File: config.mk
export PLATFORM = sky130hd
export DESIGN_NAME = multdiv_unit
export DESIGN_NICKNAME = d
export VERILOG_FILES = /design/src/rtl/multdiv_pkg.sv /design/src/rtl/multdiv_addsub.sv /design/src/rtl/multdiv_unit.sv
export SDC_FILE = /design/constraint.sdc
export NUM_CORES = 1
export LEC_CHECK = 0
export ABC_AREA = 1
export CAP_MARGIN = 15
export CORE_ASPECT_RATIO = 0.6
export CORE_MARGIN = 2
export CORE_UTILIZATION = 35
export CTS_CLUSTER_DIAMETER = 80
export DETAILED_ROUTE_END_ITERATION = 8
export REMOVE_ABC_BUFFERS = 1
export SYNTH_ARGS = -nofsm -noshare
export SYNTH_HDL_FRONTEND = slang
export SYNTH_HIERARCHICAL = 1
export SYNTH_SLANG_ARGS = --single-unit
File: constraint.sdc
create_clock -name clock -period 6 [get_ports clock]
set_input_delay 1.2 -clock clock [delete_from_list [all_inputs] [get_ports clock]]
set_output_delay 1.2 -clock clock [all_outputs]
set_load 0.02 [all_outputs]
File: src/rtl/multdiv_pkg.sv
// Shared constants for the iterative multiply/divide unit: pipeline op codes,
// FSM state encoding, default iteration count and an operand magnitude helper.
package multdiv_pkg;

    localparam int ITER_DEFAULT = 32;

    localparam logic [4:0] ALU_OP_MULT = 5'b00110;
    localparam logic [4:0] ALU_OP_DIV  = 5'b00111;

    localparam logic [1:0] ST_IDLE = 2'd0;
    localparam logic [1:0] ST_MUL  = 2'd1;
    localparam logic [1:0] ST_DIV  = 2'd2;
    localparam logic [1:0] ST_DONE = 2'd3;

    // 0x80000000 maps to itself, which reads correctly as an unsigned magnitude.
    function automatic logic [31:0] mag32(input logic [31:0] x);
        return x[31] ? (~x + 32'd1) : x;
    endfunction

endpackage

File: src/rtl/multdiv_addsub.sv
// 33-bit adder/subtractor with carry-out, shared by the multiply add step and
// the divide trial subtract (carry-out set means no borrow).
module multdiv_addsub (
    input  logic [32:0] a,
    input  logic [32:0] b,
    input  logic        sub,
    output logic [32:0] sum,
    output logic        cout
);

    logic [33:0] full;

    always_comb begin
        full = {1'b0, a} + {1'b0, (sub ? ~b : b)} + {33'd0, sub};
    end

    assign sum  = full[32:0];
    assign cout = full[33];

endmodule

File: src/rtl/multdiv_unit.sv
// Iterative signed 32-bit multiply (shift-add) / divide (restoring) unit.
// state   | meaning
// IDLE    | waiting for a MULT or DIV start
// MUL     | one shift-add step per cycle, ITER steps
// DIV     | one restoring-divide step per cycle, ITER steps
// DONE    | result valid, data_resultRDY high for this one cycle
module multdiv_unit
    import multdiv_pkg::*;
#(
    parameter int ITER = ITER_DEFAULT
) (
    input  logic        clock,
    input  logic        reset,
    input  logic [31:0] data_operandA,
    input  logic [31:0] data_operandB,
    input  logic        ctrl_MULT,
    input  logic        ctrl_DIV,
    output logic [31:0] data_result,
    output logic        data_exception,
    output logic        data_resultRDY
);

    localparam logic [5:0] LAST = 6'(ITER - 1);

    logic [1:0]  state_q, state_d;
    logic [5:0]  cnt_q, cnt_d;
    logic [63:0] acc_q, acc_d;
    logic [31:0] mag_q, mag_d;
    logic        sign_q, sign_d;
    logic        bz_q, bz_d;
    logic [31:0] result_q, result_d;
    logic        exc_q, exc_d;
    logic        rdy_q, rdy_d;

    logic        start;
    logic [4:0]  start_op;
    logic [32:0] as_a, as_b, as_sum;
    logic        as_sub, as_cout;
    logic [63:0] step_acc, prod_s;
    logic [31:0] quo_s;

    assign start    = ctrl_MULT | ctrl_DIV;
    assign start_op = ctrl_MULT ? ALU_OP_MULT : ALU_OP_DIV;

    // Multiply: acc = {partial product, remaining multiplier}, mag_q = |A|.
    // Divide:   acc = {partial remainder, dividend/quotient}, mag_q = |B|.
    always_comb begin
        as_a   = {1'b0, acc_q[63:32]};
        as_b   = acc_q[0] ? {1'b0, mag_q} : 33'd0;
        as_sub = 1'b0;
        if (state_q == ST_DIV) begin
            as_a   = {1'b0, acc_q[62:31]};
            as_b   = {1'b0, mag_q};
            as_sub = 1'b1;
        end
    end

    multdiv_addsub u_addsub (
        .a    (as_a),
        .b    (as_b),
        .sub  (as_sub),
        .sum  (as_sum),
        .cout (as_cout)
    );

    always_comb begin
        if (state_q == ST_DIV) begin
            step_acc = {(as_cout ? as_sum[31:0] : acc_q[62:31]), acc_q[30:0], as_cout};
        end else begin
            step_acc = {as_sum, acc_q[31:1]};
        end
        prod_s = sign_q ? (~step_acc + 64'd1) : step_acc;
        quo_s  = sign_q ? (~step_acc[31:0] + 32'd1) : step_acc[31:0];
    end

    always_comb begin
        state_d  = state_q;
        cnt_d    = cnt_q;
        acc_d    = acc_q;
        mag_d    = mag_q;
        sign_d   = sign_q;
        bz_d     = bz_q;
        result_d = result_q;
        exc_d    = exc_q;

        case (state_q)
            ST_MUL, ST_DIV: begin
                acc_d = step_acc;
                cnt_d = cnt_q + 6'd1;
                if (cnt_q == LAST) begin
                    state_d = ST_DONE;
                    if (state_q == ST_MUL) begin
                        result_d = prod_s[31:0];
                        exc_d    = prod_s[63:32] != {32{prod_s[31]}};
                    end else if (bz_q) begin
                        result_d = 32'd0;
                        exc_d    = 1'b1;
                    end else begin
                        // Only a positive quotient of magnitude 2^31 is unrepresentable.
                        result_d = quo_s;
                        exc_d    = step_acc[31] & ~sign_q;
                    end
                end
            end
            ST_DONE: state_d = ST_IDLE;
            default: ;
        endcase

        if (start) begin
            state_d  = (start_op == ALU_OP_MULT) ? ST_MUL : ST_DIV;
            cnt_d    = 6'd0;
            sign_d   = data_operandA[31] ^ data_operandB[31];
            bz_d     = data_operandB == 32'd0;
            mag_d    = ctrl_MULT ? mag32(data_operandA) : mag32(data_operandB);
            acc_d    = {32'd0, (ctrl_MULT ? mag32(data_operandB) : mag32(data_operandA))};
            result_d = 32'd0;
            exc_d    = 1'b0;
        end

        rdy_d = state_d == ST_DONE;
    end

    always_ff @(posedge clock or posedge reset) begin
        if (reset) begin
            state_q  <= ST_IDLE;
            cnt_q    <= 6'd0;
            acc_q    <= 64'd0;
            mag_q    <= 32'd0;
            sign_q   <= 1'b0;
            bz_q     <= 1'b0;
            result_q <= 32'd0;
            exc_q    <= 1'b0;
            rdy_q    <= 1'b0;
        end else begin
            state_q  <= state_d;
            cnt_q    <= cnt_d;
            acc_q    <= acc_d;
            mag_q    <= mag_d;
            sign_q   <= sign_d;
            bz_q     <= bz_d;
            result_q <= result_d;
            exc_q    <= exc_d;
            rdy_q    <= rdy_d;
        end
    end

    assign data_result    = result_q;
    assign data_exception = exc_q;
    assign data_resultRDY = rdy_q;

endmodule
## Word-level counts from Yosys, hierarchy flattened

Index checks and enable logic that the tools add are counted.

- Add/sub/neg operators: 7
- Equality and inequality tests: 7
- Multiplexer cells: 32
- Bitwise logic cells: 9
- Reduce and logical (&&, ||, !) cells: 5

Operators by type and width:

| kind | number |
|---|---|
| $mux 32 | 14 |
| $mux 64 | 4 |
| $add 32x1->32 const B | 3 |
| $not 32->32 | 3 |
| $add 64x1->64 const B | 1 |
| $not 64->64 | 1 |
| $add 32x33->34 | 1 |
| $add 34x1->34 | 1 |
| $mux 33 | 1 |
| $not 32->33 | 1 |
| $logic_not 32->1 | 1 |
| $ne 32x32->1 | 1 |
| $mux 6 | 2 |
| $mux 1 | 7 |
| $add 6x1->6 const B | 1 |
| $eq 2x2->1 const B | 3 |
| $eq 6x5->1 const B | 1 |
| $mux 2 | 3 |
| $pmux 2 s2 | 1 |
| $reduce_bool 2->1 | 2 |
| $eq 3x3->1 const B | 1 |
| $eq 2x1->1 const B | 1 |
| $reduce_and 2->1 | 1 |
| $reduce_or 2->1 | 1 |
| other kinds (4) | 4 |

- Register bits: 140
- Input bits: 68
- Output and inout bits: 34

## Logic depth before layout (Yosys ltp)

- Depth after elaboration: 16
- Gate-level depth with buffers: 43

## Hierarchy

Netlist, hierarchy kept.

Modules (own cells, without submodules):

| module | times used | cells an instance | area an instance (um^2) |
|---|---|---|---|
| multdiv_unit | 1 | 2086 | 12346.8 |
| multdiv_addsub | 1 | 498 | 2616.3 |

## Least setup slack after synthesis

OpenSTA, ideal clock, no wires.

- Path kind: register -> register
- Start point: register state_q[0]
- End point: register exc_q, in the netlist data_exception
- Arrival: 4.635 ns
- Required time: 5.879 ns
- Slack: 1.244 ns
- Cell stages (with the launch flop): 41
- Cell sequence: dfrtp_1 -> inv_1 -> ha_1 -> buf_6 -> buf_8 -> buf_6 -> buf_6 -> clkbuf_1 -> clkbuf_1 -> nand2_1 -> o21ai_0 -> ha_1 -> nand2_1 -> inv_1 -> nand2_1 -> nand3_1 -> inv_1 -> nand3_2 -> [... 5 more ...] -> nand2_1 -> nand2_1 -> inv_1 -> nand2_1 -> nor2_1 -> nand2_1 -> nor2_2 -> nand2_2 -> nand2_4 -> nand2_2 -> nand2_2 -> buf_6 -> nand4_1 -> and2_0 -> nor2_1 -> nand3_1 -> o21bai_1 -> nand2_1

- Elaborated cells on any way between the ends: 24

RTL lines:

| what | line | text |
|---|---|---|
| start, declared | multdiv_unit.sv:25 | `logic [1:0] state_q, state_d;` |
| start signal, assigned | multdiv_unit.sv:135 | `state_q <= state_d;` |
| $eq 2x2->1 (*) | multdiv_unit.sv:51 | `if (state_q == ST_DIV) begin` |
| $mux 32 (*) | multdiv_unit.sv:51 |  |
| via as_a[8] | multdiv_unit.sv:37 | `logic [32:0] as_a, as_b, as_sum;` |
| $add 32x33->34 (*) | multdiv_addsub.sv:14 | `full = {1'b0, a} + {1'b0, (sub ? ~b : b)} + {33'd0, sub};` |
| $add 34x1->34 (*) | multdiv_addsub.sv:14 |  |
| via as_cout | multdiv_unit.sv:38 | `logic as_sub, as_cout;` |
| $mux 32 | multdiv_unit.sv:68 | `step_acc = {(as_cout ? as_sum[31:0] : acc_q[62:31]), acc_q[30:0], as_cout};` |
| $mux 64 (*) | multdiv_unit.sv:67 | `if (state_q == ST_DIV) begin` |
| $not 64->64 | multdiv_unit.sv:72 | `prod_s = sign_q ? (~step_acc + 64'd1) : step_acc;` |
| $add 64x1->64 | multdiv_unit.sv:72 |  |
| $mux 64 (*) | multdiv_unit.sv:72 |  |
| $ne 32x32->1 (*) | multdiv_unit.sv:94 | `exc_d = prod_s[63:32] != {32{prod_s[31]}};` |
| $mux 1 (*) | multdiv_unit.sv:92 | `if (state_q == ST_MUL) begin` |
| $mux 1 (*) | multdiv_unit.sv:90 | `if (cnt_q == LAST) begin` |
| $mux 1 (*) | multdiv_unit.sv:86 | `case (state_q)` |
| $mux 1 (*) | multdiv_unit.sv:109 | `if (start) begin` |
| end signal, assigned | multdiv_unit.sv:132 | `exc_q <= 1'b0;` |
| end signal, assigned | multdiv_unit.sv:142 | `exc_q <= exc_d;` |
| end, declared | multdiv_unit.sv:32 | `logic exc_q, exc_d;` |

The timed path passes the listed nets; every way through them passes the cells marked *. The select of a mux whose other input is x is not followed.
A chain may end at the register's enable or synchronous reset.

## Worst setup path in the final report

- Start point: register state_q[0]
- End point: register exc_q, in the netlist data_exception

- Elaborated cells on any way between the ends: 24

RTL lines:

| what | line |
|---|---|
| $eq 2x2->1 (*) | multdiv_unit.sv:51 |
| $mux 1 (*) | multdiv_unit.sv:51 |
| via as_sub | multdiv_unit.sv:38 |
| $mux 33 | multdiv_addsub.sv:14 |
| $add 32x33->34 | multdiv_addsub.sv:14 |
| $add 34x1->34 (*) | multdiv_addsub.sv:14 |
| via as_cout | multdiv_unit.sv:38 |
| $mux 32 | multdiv_unit.sv:68 |
| $mux 64 (*) | multdiv_unit.sv:67 |
| $not 64->64 | multdiv_unit.sv:72 |
| $add 64x1->64 | multdiv_unit.sv:72 |
| $mux 64 (*) | multdiv_unit.sv:72 |
| $ne 32x32->1 (*) | multdiv_unit.sv:94 |
| $mux 1 (*) | multdiv_unit.sv:92 |
| $mux 1 (*) | multdiv_unit.sv:90 |
| $mux 1 (*) | multdiv_unit.sv:86 |
| $mux 1 (*) | multdiv_unit.sv:109 |

Marked as above.

==> run metrics <==
critical path endpoint category register; r2r setup slk 480 ps; Post-DRT Antenna Nets 0; Arrival @ worst endpoint 5860 ps; Area Overhead vs Synth 15.8%; final hold viol count 0; slew margin rel. 15.3%; global route total overflow 0; number of global-route vias before repair 15600; Post-DP Area between 0.015 and 0.02 sq mm; Max Clock Freq about 180 MHz; synthesized area per cell 5.79 sq um; Ys Warns 6; R2R Path Start state_q[0]$_DFF_PP0_; Mapped Area 0.0150 sq mm; Detailed Place HPWL 54.1 mm; clock sinks 140; share of layout cells above drive strength 1 between 6 and 7%; WL per Instance a little over 20 um; clk_skew 21.0 ps; Async SR Flop Fraction 100%; total of fill cells in the finished design 4557; final worst-path cycle share about nine tenths; design area 0.0173 sq mm; critical path launch point state_q[0]$_DFF_PP0_; post-DR vias/cell roughly 5.4; Peak VDD IR 0.162 mV; sequential share of the synthesized area 23.4%; clock slew at reported path FFs 70 ps; DRT iter0 DRCs 2713; gpl congestion 1.02; CP max stage delay 360 ps; number of gates resized after cts 0; H-tree depth 4; worst min path class register to register; cts bufs inserted 17; root buf cell clkbuf_16; post-synth top area share 23.8%; setup_tns 0 ps; Rows 58; wirelength, routed 67.0 mm; status completed; Die ar. roughly 0.044 sq mm; pwr/cell area 273 mW/mm^2; worst setup path class register to register; unrepaired setup endpoints after global routing no; Slew Limit Fails 0; Gate Count Post-Synth 2584; vias 17700; CP Data Required Time between 6000 and 7000 ps; post-CTS setup buffers 0; Seq cells post-synth 140; Hold-fix buffers, CTS 0; first-pass iteration count of the detailed router 6; Post-synth EDFFs 0; Worst R2R Path Depth 33; Core Box Area 0.0420 sq mm; Worst-Margin Slew 1260 ps; final core utilization 41.2%; # DRC 0; minimum clock period 5520 ps; Post-synth top cells 947 x nand2_1, 309 x inv_1, 300 x nor2_1; Yosys top cell by area nand2_1; Pleak between 0.008 and 0.009 uW; most common cell in the netlist nand2_1; area occupied by multi-input gates 0.00985 sq mm; CP Launch Type register; Layout Cells excl Fill 3254; pin count of the biggest net entering global routing 74; CTS Buffer Depth 2; PortBufs 101; Starting Density a little over a third; Synth Flop Type dfrtp_1; placed insts 3221; clk_lat worst skew 460 ps; Worst Path Max Fanout 32; GRT Overall Usage 30.0%; max-cap violations 0; first-pass GRT wire length 99.5 mm; Die Y approximately 160 um; crit path to data_exception$_DFFE_PP0P_; CTS tree built; slowest CP cell ha_1; reg2reg end data_exception$_DFFE_PP0P_; DIE WIDTH about 270 um; top cells by area, synth nand2_1 24%, dfrtp_1 23%, inv_1 7.8%; Distinct cells, synth 53; final setup fails 0; initial antenna violation count 0; io pins 102; final net count 2778; Seq. cell area between 0.003 and 0.004 sq mm; CP dominant cell by count nand2_1
-- where the power goes --
| part | switching, uW | internal (uW) |
|---|---|---|
| clock | 480 | 625 |
| sequential | 91.5 | 1030 |
| combinational | 1810 | 688 |
| total | 2380 | 2340 |
-- worst min path at each step --
| stage | from | cells after the start | slack [ps] | endpoint |
|---|---|---|---|---|
| after detailed placement | data_result[1]$_DFFE_PP0P_ | 2 | 470 | data_result[1]$_DFFE_PP0P_ |
| after global placement | data_result[8]$_DFFE_PP0P_ | 2 | 470 | data_result[8]$_DFFE_PP0P_ |
| after floorplan | mag_q[2]$_DFFE_PP0N_ | 2 | 460 | mag_q[2]$_DFFE_PP0N_ |
| after CTS | data_result[1]$_DFFE_PP0P_ | 2 | 480 | data_result[1]$_DFFE_PP0P_ |
| after global routing | data_result[1]$_DFFE_PP0P_ | 2 | 510 | data_result[1]$_DFFE_PP0P_ |
| final | data_result[1]$_DFFE_PP0P_ | 2 | 480 | data_result[1]$_DFFE_PP0P_ |
-- area by class of cell --
| class | instances | share of cell area [%] |
|---|---|---|
| Multi-Input combinational cell | 2033 | 56.8 |
| Sequential cell | 140 | 20.2 |
| Timing Repair Buffer | 161 | 8.55 |
| Inverter | 317 | 6.90 |
| Tap cell | 570 | 4.12 |
| Clock buffer | 19 | 2.56 |
| Clock inverter | 13 | 0.830 |
| Antenna cell | 1 | 0.0144 |
-- cell usage in the layout, fill, tap and decap left out, drive strengths merged, types with 12 or more instances in the layout --
cell / instances
nand2: 970
nor2: 317
inv: 314
o21ai: 163
nand3: 162
dfrtp: 140
clkdlybuf4s50: 100
xor2: 90
a21oi: 85
buf: 61
o22ai: 39
ha: 39
nor3: 30
o211ai: 28
a22oi: 26
clkbuf: 19
xnor2: 15
a32o: 12
nand4: 12
-- kinds of logic after synthesis --
family	Yosys count	share of synthesized area [%]
and+or+nand+nor	1508	41.0
other	1	0.0251
buffers and inverters	412	11.1
xor gates and xnor gates	105	6.15
AOI/OAI and AO/OA	378	14.9
adders and majority gates	40	3.39
DFF	140	23.4
-- worst max-delay path, delay by kind of cell, from the launching register on --
| kind | cells | cell delay [ps] |
|---|---|---|
| xor+xnor | 1 | 150 |
| compound gates | 4 | 840 |
| flops | 1 | 350 |
| simple gates | 22 | 2730 |
| buf+inv | 4 | 740 |
| fa+ha+maj | 2 | 590 |
-- flip-flops by register name (all words and copies together), names as in the netlist --
signal and cells:
sign_q 1, cnt_q 6, state_q 2, mag_q 32
data_exception 1, data_result 32, bz_q 1, data_resultRDY 1
acc_q 64
-- metal layers --
metal	track usage (%)	part of all wire, %
met1	49.7	50
met2	36.1	34
met3	9.93	15
met4	3.74	0.87
met5	0	0
-- per-stage QoR --
step           hold slack [ps]  power (uW)  setup WS (ps)
3_5_place_dp               469        3480            581
6_report                   481        4720            481
4_1_cts                    483        4590            566
2_1_floorplan              459        2540          -1100
5_1_grt                    510        4960           57.8
3_3_place_gp               467        3480            730
Power figures use the tool's default switching activity.
